===== src/rtl/audio_frame_sync.sv =====
// audio_frame_sync: finds and validates MPEG audio frame headers, then hands the bit stream to the decoder.
// Optional AUDIO_CRC_SKIP_EN: consume the 16-bit CRC after protected headers before handing over.
module audio_frame_sync (
  input  logic        resetn,
  input  logic        audio_clock,
  input  logic        Start_I,
  input  logic        Flush_I,
  input  logic [15:0] Bs_Data_I,
  input  logic        Bs_Empty_I,
  input  logic        Bs_Busy_I,
  input  logic        Bs_Byte_Allign_I,
  output logic [4:0]  Bs_Shift_En_O,
  input  logic [4:0]  Dec_Shift_En_I,
  input  logic        Frame_Done_I,
  output logic [19:0] Header_O,
  output logic        Header_Valid_O,
  output logic        Crc_Present_O,
  output logic [7:0]  Resync_Count_O,
  output logic        In_Pass_O
);
  typedef enum logic [2:0] {IDLE, PRIME, SEARCH, HDR_HI, HDR_LO, CRC, PASS} state_t;
  state_t state, state_n;
  logic [2:0] left, left_n;
  logic settle, settle_n;
  logic [19:0] hdr, hdr_n, header_n;
  logic valid_n, crc_n, can, sh1, sh8, bad;
  logic [7:0] resync_n;
  assign can = !Bs_Empty_I && !Bs_Busy_I;
  assign bad = hdr[18:17] == 2'b00 || hdr[15:12] == 4'hF || hdr[11:10] == 2'b11;
  assign In_Pass_O = state == PASS;
  assign Bs_Shift_En_O = Flush_I ? 5'd0 : In_Pass_O ? Dec_Shift_En_I : {3'd0, sh8, sh1};
  // Pending byte shifts (left) and the settle cycle are drained before any state evaluates its data.
  always_comb begin
    state_n = state;
    left_n = left;
    settle_n = 1'b0;
    hdr_n = hdr;
    header_n = Header_O;
    valid_n = 1'b0;
    crc_n = Crc_Present_O;
    resync_n = Resync_Count_O;
    sh1 = 1'b0;
    sh8 = 1'b0;
    if (Flush_I) begin
      state_n = IDLE;
      left_n = 3'd0;
      hdr_n = 20'd0;
      header_n = 20'd0;
      crc_n = 1'b0;
    end else if (!settle) begin
      if (left != 3'd0) begin
        sh8 = can;
        left_n = left - {2'd0, can};
      end else begin
        case (state)
          IDLE: begin
            state_n = Start_I ? PRIME : IDLE;
            left_n = Start_I ? 3'd4 : 3'd0;
          end
          PRIME: state_n = SEARCH;
          SEARCH: if (can) begin
            sh1 = !Bs_Byte_Allign_I;
            sh8 = Bs_Byte_Allign_I;
            if (Bs_Byte_Allign_I && Bs_Data_I[15:4] == 12'hFFF) begin
              hdr_n[19:16] = Bs_Data_I[3:0];
              left_n = 3'd1;
              state_n = HDR_HI;
            end
          end
          HDR_HI: if (can) begin
            hdr_n[15:0] = Bs_Data_I;
            sh8 = 1'b1;
            left_n = 3'd1;
            state_n = HDR_LO;
          end
          HDR_LO: if (bad) begin
            state_n = SEARCH;
            resync_n = Resync_Count_O + {7'd0, Resync_Count_O != 8'hFF};
          end
`ifdef AUDIO_CRC_SKIP_EN
          else if (!hdr[16]) begin
            state_n = CRC;
            left_n = 3'd2;
          end
`endif
          else begin
            state_n = PASS;
            valid_n = 1'b1;
            header_n = hdr;
            crc_n = !hdr[16];
          end
`ifdef AUDIO_CRC_SKIP_EN
          CRC: begin
            state_n = PASS;
            valid_n = 1'b1;
            header_n = hdr;
            crc_n = !hdr[16];
          end
`endif
          PASS: begin
            state_n = Frame_Done_I ? SEARCH : PASS;
            settle_n = Frame_Done_I;
          end
          default: state_n = IDLE;
        endcase
      end
    end
    if (sh1 || sh8) settle_n = 1'b1;
  end
  always_ff @(posedge audio_clock or negedge resetn)
    if (!resetn) begin
      state <= IDLE;
      left <= 3'd0;
      settle <= 1'b0;
      hdr <= 20'd0;
      Header_O <= 20'd0;
      Header_Valid_O <= 1'b0;
      Crc_Present_O <= 1'b0;
      Resync_Count_O <= 8'd0;
    end else begin
      state <= state_n;
      left <= left_n;
      settle <= settle_n;
      hdr <= hdr_n;
      Header_O <= header_n;
      Header_Valid_O <= valid_n;
      Crc_Present_O <= crc_n;
      Resync_Count_O <= resync_n;
    end
endmodule

===== config.mk =====
export PLATFORM = sky130hd
export DESIGN_NAME = audio_frame_sync
export DESIGN_NICKNAME = d
export VERILOG_FILES = /design/src/rtl/audio_frame_sync.sv
export SDC_FILE = /design/constraint.sdc
export NUM_CORES = 1
export LEC_CHECK = 0
export ABC_AREA = 0
export BUFFER_PORTS_ARGS = -buffer_cell sky130_fd_sc_hd__buf_2
export CAP_MARGIN = 20
export CORE_MARGIN = 5
export CORE_UTILIZATION = 55
export DETAILED_ROUTE_END_ITERATION = 6
export MAX_ROUTING_LAYER = met4
export PLACE_DENSITY = 0.93
export SETUP_SLACK_MARGIN = 0.3
export SYNTH_ARGS = -nofsm -noshare
export SYNTH_HDL_FRONTEND = slang
export SYNTH_SLANG_ARGS = --single-unit

===== constraint.sdc =====
create_clock -name audio_clock -period 4.4 [get_ports audio_clock]
set_input_delay 0.88 -clock audio_clock [delete_from_list [all_inputs] [get_ports audio_clock]]
set_output_delay 0.88 -clock audio_clock [all_outputs]
set_load 0.005 [all_outputs]

==> metrics.csv, run 1 <==
stage;metric;value;unit
status;status;complete, no violations;
cts;CTS Buf Count;9;
power;power per cell area;396;mW/mm²
placed_design;hpwl dp;4350;µm
sta;post-layout min period;2.94;ns
synth;Syn. warnings;0;
sta;crit share post-route;66.8;%
cts;quantity of hold-fixing buffers added after cts;0;
cts;Clock Sinks;57;
synth;post-synthesis cell type count;44;
sta;fmax;340;MHz
power;P_leak;1.55;nW
floorplan;starting density of the core;56.8;%
floorplan;I/O pin count;65;
worst_setup_path;crit path max fanout;12;
floorplan;Die W;80.1;µm
cts;post-CTS setup buffer count;0;
cts;CTS max path bufs;2;
worst_setup_path;CP Launch Type;flip-flop;
final_layout;diode count;0;
worst_setup_path;FF-to-FF Start;left[2]$_DFFE_PN0P_;
final_layout;area grow syn2layout;19.2;%
worst_setup_path;slowest CP cell;dfrtp_1;
detailed_routing;drt via density;5.59;
worst_setup_path;Critical Setup Path Class;reg -> out;
worst_setup_path;CP cell instances;or3b_2, nor4_1, a32oi_1, nor2_1, buf_2;
floorplan;die area;0.00642;mm²
worst_setup_path;Req. time, crit path;3.52;ns
placed_design;GPL Wtd Cong;0.860;
worst_setup_path;nature of the critical path endpoint;output pin;
detailed_routing;final WL;6100;µm
sta;Worst slew margin;52.0;%
cts;worst skew pair latency;0.33;ns
synth;Mapped Cells;264;
synth;mean area per synthesized cell;10.2;µm²
grt;vias in the first global route;2215;
synth;Synth async-reset ratio;100;%
detailed_routing;routed len/inst;15.3;µm
worst_setup_path;r2r worst-path depth;4;
hold_path;Hold Path Stages;1;
sta;final hold viol count;0;
sta;Hold WS;0.486;ns
cts;CTS tree;built;
final_layout;final core utilization;67.7;%
sta;setup ws final;1.46;ns
cts;H-tree lvl count;3;
worst_setup_path;arrival time at the worst endpoint;2.06;ns
cts;clock slew at reported path FFs;0.06;ns
sta;RSZ-0062 raised after global routing;no;
floorplan;core area;0.00475;mm²
detailed_routing;DR vias;2225;
final_layout;share of cells above drive strength 1;28.4;%
synth;Yosys reg bits;57;
final_layout;commonest non-fill, non-tap cell in the layout;buf_2;
detailed_routing;DRT iter0 DRCs;133;
grt;grt ovf;0;
hold_path;hold path endpoint;Resync_Count_O[7]$_DFFE_PN0P_;
detailed_routing;Pre-Repair DR Iteration Count;4;
synth;Synth Flop Type;dfrtp_1;
placed_design;port bufs;64;
grt;pin count of the biggest net entering global routing;58;
placed_design;Post-DP Area;0.00307;mm²
placed_design;Place WS;1.49;ns
detailed_routing;DRC;0;
sta;setup TNS;0;ns
synth;Post-synth EDFFs;0;
cts;CTS root buf;clkbuf_8;
sta;clk_skew;0.00453;ns
power;Max VDD drop;0.337;mV
synth;Seq/Total Area, Yosys;52.8;%
final_layout;most frequent cells in the layout;64 x buf_2, 57 x dfrtp_1, 41 x nand2_1;
sta;pin slew with the least headroom to its limit;0.715;ns
detailed_routing;DRT antenna net count;0;
run;number of max-cap violations;0;
worst_setup_path;r2r setup slk;2.23;ns
floorplan;die height;80.1;µm
final_layout;design area;0.00322;mm²
sta;setup violation total in the final timing report;0;
sta;Final Max Slew Viols;0;
grt;initial antenna violation count;0;
final_layout;fin nets;362;
cts;CTS resizes;0;
hold_path;Worst Hold Class;reg -> reg;
synth;Synthesized Nets;297;
worst_setup_path;terminus of the critical flop-to-flop path;Header_O[17]$_DFFE_PN0P_;
grt;first-pass GRT wire length;10400;µm
synth;Post-Syn Area;0.00270;mm²
floorplan;row count;25;
worst_setup_path;biggest cell delay along the critical path;0.53;ns
grt;GRT Resource Usage Total;21.5;%
hold_path;hold wc startpoint;Resync_Count_O[7]$_DFFE_PN0P_;
==> through the flow <==
step                total power, W  instances
CTS                        0.00128        398
detailed placement        0.000889        385
global route               0.00135        398
floorplan                 0.000809        264
finish                     0.00128        398
global placement          0.000876        385
==> synth_stat cells (3+ instances only) <==
library cell	count	area share [%]
dfrtp_1	57	53
and3_1	3	0.69
nor3_1	6	1.1
inv_1	6	0.83
clkbuf_1	9	1.2
a22o_1	10	3.2
ha_1	4	1.9
nand2_1	41	5.7
xnor2_1	6	1.9
nand4_1	9	2.1
mux2_2	10	4.2
nor2_1	9	1.2
o21ai_0	18	3.3
nor2b_1	4	0.93
nand3_1	4	0.74
nand2b_1	14	3.2
and2_1	3	0.69
a21oi_1	17	3.1
==> kinds of logic (layout without fill, tap and decap cells) <==
group | count (synthesis) | count (layout) | share of synthesized area (%)
xor+xnor | 6 | 6 | 1.94
fa+ha+maj | 4 | 4 | 1.85
simple gates | 109 | 109 | 21.6
flops | 57 | 57 | 52.8
buf+inv | 19 | 86 | 3.01
mux | 11 | 11 | 4.54
compound gates | 58 | 58 | 14.3
==> layer usage <==
layer | vias up | GRT usage (%) | share of wire [%] | wire, µm
li1 | 1066 | - | - | -
met1 | 1075 | 28.1 | 44 | 2700
met2 | 74 | 32.9 | 48 | 2910
met3 | 10 | 5.83 | 6.7 | 406
met4 | 0 | 6.59 | 1.4 | 85
met5 | - | - | 0 | 0
==> sequential cells by signal (all words and copies together) (netlist names) <==
| name | flops |
|---|---|
| Header_O | 20 |
| hdr | 20 |
| Resync_Count_O | 8 |
| left | 3 |
| state | 3 |
| Crc_Present_O | 1 |
| Header_Valid_O | 1 |
| settle | 1 |
==> report_power, final <==
group / switching, W / leakage [nW] / internal [W]
Sequential: 0.0000543 / 0.774 / 0.000562
Clock: 0.000186 / 0.0782 / 0.000209
Combinational: 0.000150 / 0.702 / 0.000115
==> layout make-up <==
class                           instances  area, µm²
Clock buffer                           12        145
Clock inverter                          1       5.00
Fill cell                             379       1530
Inverter                                6       22.5
Multi-Input combinational cell        188       1190
Sequential cell                        57       1430
Tap cell                               67       83.8
Timing Repair Buffer                   67        343
==> critical path: cells and delay by family (launching register included) <==
kind            cells  cell delay [ns]
compound gates      1             0.15
buf+inv             1             0.12
flops               1             0.53
simple gates        3             0.92
==> worst max path at each step <==
stage	startpoint	to	depth (start not counted)
after floorplan	Flush_I	Bs_Shift_En_O[0]	5
after global placement	Flush_I	Bs_Shift_En_O[0]	5
after detailed placement	Flush_I	Bs_Shift_En_O[0]	5
after CTS	state[1]$_DFFE_PN0P_	Bs_Shift_En_O[0]	5
after global routing	left[1]$_DFFE_PN0P_	Bs_Shift_En_O[1]	5
final	state[1]$_DFFE_PN0P_	Bs_Shift_En_O[0]	5
Note: power is estimated with default switching activity, not from simulation.
==> run 2, diff against run 1 <==
--- a/config.mk
+++ b/config.mk
@@ -9,10 +9,10 @@
 export BUFFER_PORTS_ARGS = -buffer_cell sky130_fd_sc_hd__buf_2
 export CAP_MARGIN = 20
 export CORE_MARGIN = 5
-export CORE_UTILIZATION = 55
+export CORE_UTILIZATION = 53
 export DETAILED_ROUTE_END_ITERATION = 6
 export MAX_ROUTING_LAYER = met4
-export PLACE_DENSITY = 0.93
+export PLACE_DENSITY = 0.9
 export SETUP_SLACK_MARGIN = 0.3
 export SYNTH_ARGS = -nofsm -noshare
 export SYNTH_HDL_FRONTEND = slang
==> constraint.sdc (replaced) <==
create_clock -name audio_clock -period 3 [get_ports audio_clock]
set_input_delay 0.6 -clock audio_clock [delete_from_list [all_inputs] [get_ports audio_clock]]
set_output_delay 0.6 -clock audio_clock [all_outputs]
set_load 0.005 [all_outputs]
==> run 2 against run 1 <==
- global-route usage shrank 0.35 points
- utilization shrank 2.2 points
- worst setup slack lost 1.0 ns
- register-to-register slack lost 1.4 ns
- highest routed layer unchanged
- cell area grew 2.7%
- clock power grew 97%
- clock skew grew 0.0029 ns
- power grew 64%
- first-iteration DRC count grew 27%
- non-clock buffer count grew 2
==> metrics.csv, run 2 (synthesis results as in run 1) <==
stage;metric;value;unit;change
run;number of max-cap violations;0;;unchanged
sta;final hold viol count;0;;unchanged
sta;setup violation total in the final timing report;0;;unchanged
detailed_routing;DRC;0;;unchanged
worst_setup_path;Worst Path Buf+Inv;1;;unchanged
worst_setup_path;slowest CP cell;or3b_2;;was dfrtp_1
sta;RSZ-0062 raised after global routing;no;;unchanged
sta;crit share post-route;85.6;%;
cts;post-CTS setup buffer count;0;;unchanged
cts;CTS tree;built;;unchanged
floorplan;I/O pin count;65;;unchanged
final_layout;design area;0.00331;mm²;was 0.00322 mm²
floorplan;row count;26;;was 25
grt;GR Layer Usage met2;33.3;%;was 32.9%
sta;pin slew with the least headroom to its limit;0.858;ns;was 0.715 ns
detailed_routing;routed len/inst;15.5;µm;was 15.3 µm
grt;M1 GR Usage;25.2;%;was 28.1%
final_layout;largest registers;Header_O: 20 flops, hdr: 20 flops, Resync_Count_O: 8 flops;;unchanged
sta;post-layout min period;2.57;ns;
cts;CTS root buf;clkbuf_8;;unchanged
cts;Clock Sinks;57;;unchanged
worst_setup_path;CP cell instances;or3b_2, nor4_2, a32oi_1, nor2_1, buf_2;;was or3b_2, nor4_1, a32oi_1, nor2_1, buf_2
floorplan;die area;0.00663;mm²;was 0.00642 mm²
cts;clock slew at reported path FFs;0.06;ns;about the same
floorplan;Die W;81.4;µm;was 80.1 µm
worst_setup_path;r2r worst-path depth;4;;unchanged
power;Max VDD drop;0.373;mV;was 0.337 mV
final_layout;most frequent cells in the layout;64 x buf_2, 56 x dfrtp_1, 41 x nand2_1;;was 64 x buf_2, 57 x dfrtp_1, 41 x nand2_1
grt;GRT Resource Usage Total;21.1;%;was 21.5%
worst_setup_path;terminus of the critical flop-to-flop path;hdr[13]$_DFFE_PN0P_;;was Header_O[17]$_DFFE_PN0P_
grt;first-pass GRT wire length;10200;µm;was 10,400 µm
final_layout;multi-input logic area;0.00120;mm²;was 0.00119 mm²
power;power per cell area;632;mW/mm²;was 396 mW/mm²
sta;fmax;389;MHz;
cts;CTS max path bufs;2;;unchanged
worst_setup_path;crit-path leading delay family;simple AND/OR/NAND/NOR gates;;unchanged
worst_setup_path;biggest cell delay along the critical path;0.55;ns;was 0.53 ns
detailed_routing;DRT iter0 DRCs;169;;was 133
floorplan;die height;81.4;µm;was 80.1 µm
cts;CTS Buf Count;9;;unchanged
worst_setup_path;r2r setup slk;0.85;ns;was 2.23 ns
detailed_routing;final WL;6260;µm;was 6100 µm
sta;Hold WS;0.184;ns;was 0.486 ns
final_layout;fin nets;364;;was 362
placed_design;GPL Wtd Cong;0.792;;was 0.860
worst_setup_path;crit path max fanout;13;;was 12
grt;vias in the first global route;2165;;was 2,215
sta;Final Max Slew Viols;0;;unchanged
final_layout;diode count;0;;unchanged
worst_setup_path;nature of the critical path endpoint;output pin;;unchanged
cts;H-tree lvl count;3;;unchanged
worst_setup_path;Critical Setup Path Class;reg -> out;;unchanged
grt;initial antenna violation count;0;;unchanged
detailed_routing;DRT antenna net count;0;;unchanged
floorplan;starting density of the core;53.6;%;was 56.8%
worst_setup_path;CP Launch Type;flip-flop;;unchanged
grt;grt ovf;0;;unchanged
final_layout;area grow syn2layout;22.4;%;was 19.2%
final_layout;FF/Latch Area;0.00143;mm²;about the same
floorplan;core area;0.00504;mm²;was 0.00475 mm²
detailed_routing;drt via density;5.48;;was 5.59
worst_setup_path;Stages on worst setup path;5;;unchanged
worst_setup_path;worst setup path end;Bs_Shift_En_O[0];;unchanged
cts;worst skew pair latency;0.34;ns;was 0.33 ns
sta;Worst slew margin;42.6;%;was 52.0%
placed_design;hpwl dp;4500;µm;was 4350 µm
placed_design;Post-DP Area;0.00308;mm²;was 0.00307 mm²
sta;clk_skew;0.00744;ns;was 0.00453 ns
sta;setup TNS;0;ns;unchanged
final_layout;commonest non-fill, non-tap cell in the layout;buf_2;;unchanged
detailed_routing;Pre-Repair DR Iteration Count;4;;unchanged
worst_setup_path;Worst setup startpoint;state[0]$_DFFE_PN0P_;;was state[1]$_DFFE_PN0P_
hold_path;Worst Hold Class;in -> async;;was reg -> reg
worst_setup_path;Req. time, crit path;2.40;ns;was 3.52 ns
worst_setup_path;FF-to-FF Start;state[2]$_DFFE_PN0P_;;was left[2]$_DFFE_PN0P_
worst_setup_path;arrival time at the worst endpoint;1.97;ns;was 2.06 ns
final_layout;final core utilization;65.6;%;was 67.7%
status;status;complete, no violations;;unchanged
power;P_leak;1.59;nW;was 1.55 nW
final_layout;share of cells above drive strength 1;29.9;%;was 28.4%
placed_design;port bufs;64;;unchanged
grt;pin count of the biggest net entering global routing;41;;was 58
grt;met3 Usage GRT;5.81;%;was 5.83%
final_layout;fillers;397;;was 379
grt;most used routing layer;met2;;unchanged
detailed_routing;DR vias;2219;;was 2,225
==> run 2: cell count changes in the layout (fill, tap and decap cells not counted), sizes merged <==
cell    previous run  this run
bufinv             0         2
buf               67        68
clkbuf            12        13
==> run 2: layout make-up <==
type	count	area share, %
sequential	57	43.2
multi-input combinational	188	36.3
timing repair buffer	69	10.8
clock buffer	12	4.39
tap	70	2.65
clock inverter	3	1.97
inverter	6	0.681
==> run 2: power breakdown <==
group          internal, W  leakage, nW  switching, W
combinational     0.000184        0.711      0.000227
sequential        0.000825        0.772     0.0000788
clock             0.000485        0.106      0.000292
total              0.00149         1.59      0.000598
==> run 2: worst min-delay path by stage <==
stage	to	cells after the start
2_1_floorplan	Crc_Present_O$_DFFE_PN0P_	0
3_3_place_gp	hdr[6]$_DFFE_PN0P_	2
3_5_place_dp	hdr[7]$_DFFE_PN0P_	2
4_1_cts	hdr[7]$_DFFE_PN0P_	1
5_1_grt	hdr[7]$_DFFE_PN0P_	1
6_report	hdr[7]$_DFFE_PN0P_	1
==> run 2: routing by layer <==
metal	up-vias	part of all wire, %
met2	67	51
met4	0	2.2
met1	1067	41
li1	1069	-
met3	16	6.1
met5	-	0
==> run 2: per-stage QoR <==
stage	total power, W	worst slack, ns	std cells
2_1_floorplan	0.00119	0.672	264
3_3_place_gp	0.00129	0.619	389
3_5_place_dp	0.00132	0.553	389
4_1_cts	0.00210	0.330	404
5_1_grt	0.00220	0.331	405
6_report	0.00209	0.432	405
==> run 2: timing repair <==
action                     in CTS  in global routing
resized for setup               0                  2
hold buffers                    0                  0
setup endpoints to repair       0                  1
==> run 2: worst register-to-register path: stages, from the launching register on <==
cell	delay [ns]
dfrtp_1	0.49
nor4b_1	0.58
a31oi_2	0.46
buf_4	0.32
o21ai_0	0.21
==> run 3, diff against run 2 <==
--- a/config.mk
+++ b/config.mk
@@ -13,6 +13,7 @@
 export DETAILED_ROUTE_END_ITERATION = 6
 export MAX_ROUTING_LAYER = met4
 export PLACE_DENSITY = 0.9
+export RECOVER_POWER = 100
 export SETUP_SLACK_MARGIN = 0.3
 export SYNTH_ARGS = -nofsm -noshare
 export SYNTH_HDL_FRONTEND = slang
==> constraint.sdc (replaced) <==
create_clock -name audio_clock -period 2.54 [get_ports audio_clock]
set_input_delay 0.508 -clock audio_clock [delete_from_list [all_inputs] [get_ports audio_clock]]
set_output_delay 0.508 -clock audio_clock [all_outputs]
set_load 0.005 [all_outputs]
==> run 3 against run 2 <==
- cell area decreased by 0.76%
- combinational power grew 41%
- first-iteration DRC count grew 7.1%
- critical path depth is the same
- via count is 4.5% higher
- power is 10% higher
- clock skew hardly changed
- critical path type is now reg -> reg
- largest power group unchanged
- highest routed layer unchanged
==> metrics.csv, run 3 (synthesis results as in run 1) <==
stage;metric;value;unit;change
cts;CTS root buf;clkbuf_8;;unchanged
detailed_routing;routed len/inst;16.1;µm;was 15.5 µm
placed_design;GPL Wtd Cong;0.801;;was 0.792
floorplan;Die W;81.4;µm;unchanged
power;Reg power frac;45.4;%;was 43.2%
placed_design;Place WS;0.296;ns;was 0.553 ns
cts;clock slew at reported path FFs;0.06;ns;about the same
detailed_routing;DRC;0;;unchanged
power;Net Sw Frac;31.4;%;was 28.6%
worst_setup_path;crit path max fanout;16;;was 13
floorplan;row count;26;;unchanged
floorplan;I/O pin count;65;;unchanged
detailed_routing;DR vias;2319;;was 2,219
sta;Worst slew margin;27.0;%;was 42.6%
status;status;complete, no violations;;unchanged
cts;H-tree lvl count;3;;unchanged
cts;quantity of hold-fixing buffers added after cts;0;;unchanged
floorplan;core area;0.00504;mm²;unchanged
detailed_routing;Pre-Repair DR Iteration Count;5;;was 4
power;Clk pwr share;29.6;%;was 37.1%
power;Max VDD drop;0.521;mV;was 0.373 mV
final_layout;fin nets;372;;was 364
sta;crit share post-route;90.4;%;
cts;Clock Sinks;57;;unchanged
power;switching power total;0.000724;W;was 0.000598 W
grt;first-pass GRT wire length;10800;µm;was 10,200 µm
placed_design;Placed Instances;392;;was 389
final_layout;diode count;0;;unchanged
detailed_routing;drt via density;5.64;;was 5.48
cts;CTS max path bufs;2;;unchanged
worst_setup_path;arrival time at the worst endpoint;2.54;ns;was 1.97 ns
final_layout;largest registers;Header_O: 20 flops, hdr: 20 flops, Resync_Count_O: 8 flops;;unchanged
cts;worst skew pair latency;0.33;ns;was 0.34 ns
worst_setup_path;Req. time, crit path;2.78;ns;was 2.40 ns
sta;setup TNS;0;ns;unchanged
worst_setup_path;slowest CP cell;nor4b_1;;was or3b_2
final_layout;area grow syn2layout;21.4;%;was 22.4%
grt;pin count of the biggest net entering global routing;28;;was 41
sta;RSZ-0062 raised after global routing;yes;;was no
sta;fmax;436;MHz;
worst_setup_path;Worst Path Buf+Inv;2;;was 1
hold_path;Worst Hold Class;in -> async;;unchanged
sta;Final Max Slew Viols;0;;unchanged
detailed_routing;DRT iter0 DRCs;181;;was 169
worst_setup_path;CP Launch Type;flip-flop;;unchanged
final_layout;most frequent cells in the layout;55 x dfrtp_1, 44 x buf_2, 41 x nand2_1;;was 64 x buf_2, 56 x dfrtp_1, 41 x nand2_1
worst_setup_path;CP cell instances;clkbuf_1, nor4b_1, a31oi_2, buf_4, o21ai_0;;was or3b_2, nor4_2, a32oi_1, nor2_1, buf_2
final_layout;final core utilization;65.1;%;was 65.6%
power;Logic pwr share;25.0;%;was 19.6%
worst_setup_path;Critical Setup Path Class;reg -> reg;;was reg -> out
sta;clk_skew;0.00696;ns;was 0.00744 ns
cts;CTS tree;built;;unchanged
cts;CTS Buf Count;9;;unchanged
power;P_leak;1.50;nW;was 1.59 nW
sta;setup violation total in the final timing report;0;;unchanged
worst_setup_path;nature of the critical path endpoint;flip-flop;;was output pin
floorplan;starting density of the core;53.6;%;unchanged
sta;setup ws final;0.244;ns;was 0.432 ns
final_layout;Layout Cells excl Fill;411;;was 405
grt;GRT Resource Usage Total;22.4;%;was 21.1%
grt;vias in the first global route;2256;;was 2,165
worst_setup_path;biggest cell delay along the critical path;0.64;ns;was 0.55 ns
floorplan;die height;81.4;µm;unchanged
grt;initial antenna violation count;0;;unchanged
grt;grt ovf;0;;unchanged
sta;final hold viol count;0;;unchanged
run;number of max-cap violations;0;;unchanged
sta;pin slew with the least headroom to its limit;1.09;ns;was 0.858 ns
detailed_routing;DRT antenna net count;0;;unchanged
worst_setup_path;crit-path leading delay family;compound AO/OA/AOI/OAI gates;;was simple AND/OR/NAND/NOR gates
placed_design;hpwl dp;4530;µm;was 4500 µm
final_layout;share of cells above drive strength 1;24.3;%;was 29.9%
power;Power Internal;0.00158;W;was 0.00149 W
power;power per cell area;703;mW/mm²;was 632 mW/mm²
placed_design;port bufs;64;;unchanged
floorplan;die area;0.00663;mm²;unchanged
final_layout;commonest non-fill, non-tap cell in the layout;dfrtp_1;;was buf_2
sta;post-layout min period;2.30;ns;
detailed_routing;final WL;6600;µm;was 6260 µm
-- run 3: cell type report --
type                            instances  area [µm²]
Tap cell                               70        87.6
Multi-Input combinational cell        188        1210
Clock buffer                           12         145
Inverter                                6        22.5
Timing Repair Buffer                   77         378
Sequential cell                        57        1430
Clock inverter                          1        5.00
Fill cell                             419        1760
-- run 3: metrics by stage --
stage | cell area (µm²) | power (W) | hold WS [ns]
floorplan | 2700 | 0.00140 | 0.212
global placement | 3100 | 0.00154 | 0.451
detailed placement | 3100 | 0.00156 | 0.459
CTS | 3330 | 0.00230 | 0.107
global route | 3280 | 0.00242 | 0.386
finish | 3280 | 0.00231 | 0.305
-- run 3: per-layer routing --
metal	vias up	global-route usage, %	share of wire [%]
met2	103	37.9	51
met1	1106	25.9	39
li1	1092	-	-
met3	18	6.25	7.3
met5	-	-	0
met4	0	6.59	2.0
-- run 3: what timing repair did --
item / 4_1_cts / 5_1_grt
setup endpoints to repair: 2 / 9
buffers inserted: 6 / 0
pin swaps: 0 / 0
cloned: 0 / 0
gates resized for setup: 7 / 0
-- run 3: path summary, 6_finish.rpt --
path                                              to            startpoint  cells past startpoint  slack [ns]
worst min register to register    hdr[4]$_DFFE_PN0P_    hdr[4]$_DFFE_PN0P_                      2        0.49
min in group audio_clock         hdr[12]$_DFFE_PN0P_         Bs_Data_I[12]                      3        0.44
worst min-delay path             hdr[15]$_DFFE_PN0P_                resetn                      1        0.31
worst max register to register    hdr[9]$_DFFE_PN0P_  state[2]$_DFFE_PN0P_                      5        0.24
worst max-delay path              hdr[9]$_DFFE_PN0P_  state[2]$_DFFE_PN0P_                      5        0.24
max in group asynchronous       state[1]$_DFFE_PN0P_                resetn                      2        0.64
-- run 3: worst register-to-register path, cell delays in order (launching register included) --
cell,delay (ns)
dfrtp_1,0.41
clkbuf_1,0.20
nor4b_1,0.65
a31oi_2,0.45
buf_4,0.31
o21ai_0,0.20
-- run 3: power by group through the flow --
stage	Combinational [W]	Sequential, W	Clock, W
2_1_floorplan	0.000361	0.00104	0
3_3_place_gp	0.000463	0.00107	0
3_5_place_dp	0.000479	0.00108	0
4_1_cts	0.000564	0.00104	0.000696
5_1_grt	0.000637	0.00105	0.000729
6_report	0.000578	0.00105	0.000682
